$ cat src/rtl/adder64_arbiter.sv
// Round-robin front end that time-shares one external 64-bit adder among NUM_REQ requesters.
// Each granted op occupies the block for three cycles: grant/latch, execute, deliver.
module adder64_arbiter #(
    parameter int NUM_REQ = 4,
    parameter int PTR_W   = 2
) (
    input  logic                    clock,
    input  logic                    resetn,
    input  logic [NUM_REQ-1:0]      req,
    input  logic [NUM_REQ-1:0]      sub,
    input  logic [64*NUM_REQ-1:0]   a_in,
    input  logic [64*NUM_REQ-1:0]   b_in,
    output logic [NUM_REQ-1:0]      gnt,
    output logic                    busy,
    output logic [63:0]             add_a,
    output logic [63:0]             add_b,
    output logic                    add_cin,
    input  logic [63:0]             add_s,
    input  logic                    add_ovf,
    output logic [63:0]             res,
    output logic                    res_ovf,
    output logic [NUM_REQ-1:0]      res_valid
);

    typedef enum logic [1:0] {StIdle, StExec, StDone} state_e;

    state_e             state_q, state_d;
    logic [PTR_W-1:0]   ptr_q, ptr_d;
    logic [PTR_W-1:0]   owner_q, owner_d;
    logic [63:0]        add_a_q, add_a_d;
    logic [63:0]        add_b_q, add_b_d;
    logic               add_cin_q, add_cin_d;
    logic [63:0]        res_q, res_d;
    logic               res_ovf_q, res_ovf_d;

    logic [PTR_W-1:0]   cand;
    logic [PTR_W-1:0]   win;
    logic               found;
    logic [63:0]        a_sel;
    logic [63:0]        b_sel;
    logic               s_sel;

    // Round-robin search starting one past the last winner, wrapping at NUM_REQ.
    always_comb begin
        cand  = ptr_q;
        win   = ptr_q;
        found = 1'b0;
        for (int i = 0; i < NUM_REQ; i++) begin
            if (cand == PTR_W'(NUM_REQ - 1)) begin
                cand = '0;
            end else begin
                cand = cand + PTR_W'(1);
            end
            if (!found && req[cand]) begin
                found = 1'b1;
                win   = cand;
            end
        end
    end

    // Operand mux for the current winner.
    always_comb begin
        a_sel = '0;
        b_sel = '0;
        s_sel = 1'b0;
        for (int k = 0; k < NUM_REQ; k++) begin
            if (win == PTR_W'(k)) begin
                a_sel = a_in[64*k +: 64];
                b_sel = b_in[64*k +: 64];
                s_sel = sub[k];
            end
        end
    end

    // Next-state logic: latch operands on grant, capture the sum one cycle later.
    always_comb begin
        state_d   = state_q;
        ptr_d     = ptr_q;
        owner_d   = owner_q;
        add_a_d   = add_a_q;
        add_b_d   = add_b_q;
        add_cin_d = add_cin_q;
        res_d     = res_q;
        res_ovf_d = res_ovf_q;
        unique case (state_q)
            StIdle: begin
                if (found) begin
                    add_a_d   = a_sel;
                    // Subtraction is a + ~b + 1: invert B and use the carry-in as the +1.
                    add_b_d   = s_sel ? ~b_sel : b_sel;
                    add_cin_d = s_sel;
                    owner_d   = win;
                    ptr_d     = win;
                    state_d   = StExec;
                end
            end
            StExec: begin
                res_d     = add_s;
                res_ovf_d = add_ovf;
                state_d   = StDone;
            end
            StDone: begin
                state_d = StIdle;
            end
            default: begin
                state_d = StIdle;
            end
        endcase
    end

    // State registers; reset drops any in-flight op and points priority at requester 0.
    always_ff @(posedge clock or negedge resetn) begin
        if (!resetn) begin
            state_q   <= StIdle;
            ptr_q     <= PTR_W'(NUM_REQ - 1);
            owner_q   <= '0;
            add_a_q   <= '0;
            add_b_q   <= '0;
            add_cin_q <= 1'b0;
            res_q     <= '0;
            res_ovf_q <= 1'b0;
        end else begin
            state_q   <= state_d;
            ptr_q     <= ptr_d;
            owner_q   <= owner_d;
            add_a_q   <= add_a_d;
            add_b_q   <= add_b_d;
            add_cin_q <= add_cin_d;
            res_q     <= res_d;
            res_ovf_q <= res_ovf_d;
        end
    end

    // Output decode: grant is combinational in IDLE, result pulse is decoded from DONE.
    always_comb begin
        gnt       = '0;
        res_valid = '0;
        if (state_q == StIdle && found && resetn) begin
            gnt[win] = 1'b1;
        end
        if (state_q == StDone) begin
            res_valid[owner_q] = 1'b1;
        end
    end

    assign busy    = (state_q != StIdle);
    assign add_a   = add_a_q;
    assign add_b   = add_b_q;
    assign add_cin = add_cin_q;
    assign res     = res_q;
    assign res_ovf = res_ovf_q;

endmodule

$ cat config.mk
export PLATFORM = sky130hd
export DESIGN_NAME = adder64_arbiter
export DESIGN_NICKNAME = d
export VERILOG_FILES = /design/src/rtl/adder64_arbiter.sv
export SDC_FILE = /design/constraint.sdc
export NUM_CORES = 1
export LEC_CHECK = 0
export CORE_AREA = 5 5 305 307
export DETAILED_ROUTE_END_ITERATION = 10
export DIE_AREA = 0 0 310 312
export GPL_ROUTABILITY_DRIVEN = 0
export SLEW_MARGIN = 20
export SYNTH_ARGS = -nofsm -noshare
export SYNTH_HDL_FRONTEND = slang
export SYNTH_SLANG_ARGS = --single-unit
$ cat constraint.sdc
create_clock -name clock -period 6.4 [get_ports clock]
set_clock_uncertainty 0.1 [all_clocks]
set_input_delay 0.96 -clock clock [delete_from_list [all_inputs] [get_ports clock]]
set_output_delay 0.96 -clock clock [all_outputs]
set_load 0.02 [all_outputs]
==> results.txt <==
Most used DFF post-synth: dfrtp_1
Initial drt markers: 583
Std cell rows: 110
M3 GR Usage: 4.33%
Final setup fails: 0
Die Area: 96,700 µm²
Die Wd: 310 µm
Top post-synthesis cells by count: mux2i_1, xnor2_1, dfrtp_1
Post-synthesis net count: 1,879
Top-count cell post-synth: mux2i_1
Hold buffers post-CTS: 0
Placed Cells: 3,164
Global route hottest layer: met2
Area grow syn2layout: 70.0%
Status: finished clean
Antenna violations before repair: 8
Avg Cell Area, Syn: 10.6 µm²
CTS tree: yes
Synth area leader: dfrtp_1
Max capacitance violation total: 0
Final total negative setup slack: 0 ns
Crit path cell chain: clkdlybuf4s50_1 -> or3_4 -> o32a_1 -> o21ai_1 -> a21oi_1 -> o211ai_1 -> nor3b_1 -> clkdlybuf4s50_1
CP Capture Type: primary output
Clock sink count: 200
Final setup margin: 1.54 ns
Power per cell area: 483 nW/µm²
Unique cell type count in the Yosys netlist: 45
Synth area leaders: dfrtp_1, mux2i_1, xnor2_1, mux2_2, o221ai_1
DR pass1 iterations: 4
Residual DRC: 0
Cell family with most CP delay: buffers and inverters
CTS Buf Count: 17
Average wire per cell in the routed design: 19.5 µm
Starting density of the core: 15.3%
Synth Cell Area: 13,700 µm²
Final Hold Fails: 0
Share of cells above drive strength 1: 6.83%
Synth top area share: 36.2%
Multiplexer share of the synthesized area: 28.9%
Crit path required time: 5.34 ns
Sequential area share after synthesis: 36.5%
Fin cells: 3,200
XOR/XNOR share of the synthesized area: 16.4%
DPL Wire Length: 49,100 µm
Max-slew violation count: 0
Leakage power: 9.23 nW
Port buffer count: 789
Main combinational cell family by area after synthesis: multiplexers
Drt total wl: 62,400 µm
Place WS: 1.57 ns
Post-DRT Antenna Nets: 0
R2R Setup Slk: 2.02 ns
Post-CTS setup buffer count: 0
Startpoint types: input port
Global-route met1 utilization: 13.9%
Largest net degree at the start of global routing: 99
Most used cell, CP: clkdlybuf4s50_1
Via count: 12,300
Yosys warning count: 0
Worst setup path class: in -> out
RSZ-0062 raised after global routing: no
Slew @ Worst Pin: 1.06 ns
Area of the core: 89,700 µm²
Final net count: 2,595
Share of synthesized registers carrying an async set or reset: 100%
Crit path time final: 4.86 ns
Vias per cell: 3.86
Die Height: 312 µm
Number of global-route vias before repair: 13,100
Max VDD drop: 0.463 mV
Crit share post-route: 75.9%
Adder-Cell Fraction of Synth Area: 0.0913%
First-pass GRT wire length: 88,100 µm
Crit-path max FO: 7
Worst-path clk slew: 0.10 ns
# H-tree levels: 4
Synthesis-stage register bit count: 200
Synth Area in Compound Gates: 8.07%
Post-Synthesis Cells: 1,291
Arr. time, crit path: 3.80 ns
Crit path buf inv count: 2
Post-synth EDFFs: 0
Hold crit path type: in -> async
Slew HR: 29.3%
CP peak stage delay: 0.68 ns
CTS max path bufs: 2
CTS root buf: clkbuf_16
FMAX: 0.206 GHz
Critical Path Slowest Stage Cell: clkdlybuf4s50_1
IO Pins: 790
Grt ovf: 0
Simple-Gate Fraction of Synth Area: 5.30%
Gr usage total: 12.2%
Clk_lat worst skew: 0.48 ns
Post-cts resize count: 0
Met2 Track Usage GR: 21.0%
==> sequential cells by signal (all words and copies together) (netlist names) <==
| register | flops |
|---|---|
| add_a | 64 |
| add_b | 64 |
| res | 64 |
| owner_q | 2 |
| ptr_q | 2 |
| state_q | 2 |
| add_cin | 1 |
| res_ovf | 1 |
==> routing by layer <==
layer  vias up  routed length, µm
met5         -                 49
met4         8               1410
met3        57               5750
met2       474              30600
met1      5842              24600
li1       5961                  -
==> metrics by stage <==
stage               total power [mW]  hold WS, ns  cell area [µm²]  util [%]
CTS                             11.4        0.225            23300      25.9
floorplan                       7.44        0.422            13700         -
global placement                10.1        0.367            22600      25.2
finish                          11.3        0.259            23300      26.0
detailed placement              10.2        0.374            22600      25.2
global route                    12.0        0.246            23300      26.0
==> layout by cell type, fill, tap and decap left out, types with 3 or more instances in the layout <==
cell type	n
xnor2_1	256
clkbuf_16	17
inv_1	5
clkinv_8	7
nor3_1	4
mux2i_1	322
a21oi_1	6
dfrtp_1	198
clkdlybuf4s50_1	784
mux2_2	65
nor2_1	10
buf_4	22
nand2b_1	3
nor3b_1	4
o221ai_1	65
buf_12	3
diode_2	4
o21ai_1	66
nand2_1	135
inv_6	3
o21ai_0	3
o21a_1	3
==> report_power, final <==
group          leakage, nW  switching (mW)  internal, mW  total (mW)
registers             2.41           0.393          1.95        2.34
logic                 6.52            4.10          3.61        7.71
clock network        0.306           0.654         0.545        1.20
==> cell type report <==
class | instances | area, µm²
Antenna cell | 4 | 10.0
Clock buffer | 17 | 425
Clock inverter | 15 | 209
Fill cell | 9650 | 66400
Inverter | 6 | 22.5
Multi-Input combinational cell | 972 | 8060
Sequential cell | 200 | 5010
Tap cell | 1176 | 1470
Timing Repair Buffer | 810 | 8090
==> final timing paths <==
check / cells past startpoint / end / from
setup / recovery: 8 / gnt[3] / req[3]
setup reg to reg: 10 / add_a[16] / ptr_q[0]
max in group asynchronous: 3 / add_b[17] / resetn
hold / removal: 1 / res[47] / resetn
min in group clock: 2 / add_b[14] / add_b[14]
hold reg to reg: 2 / add_b[14] / add_b[14]
==> kinds of logic after synthesis <==
group                      after synthesis
AOI/OAI and AO/OA                      159
buffers and inverters                  119
adders and majority gates                1
DFF                                    200
muxes                                  387
and+or+nand+nor                        169
xor gates and xnor gates               256
No activity file was read; power rests on OpenSTA's default activity.
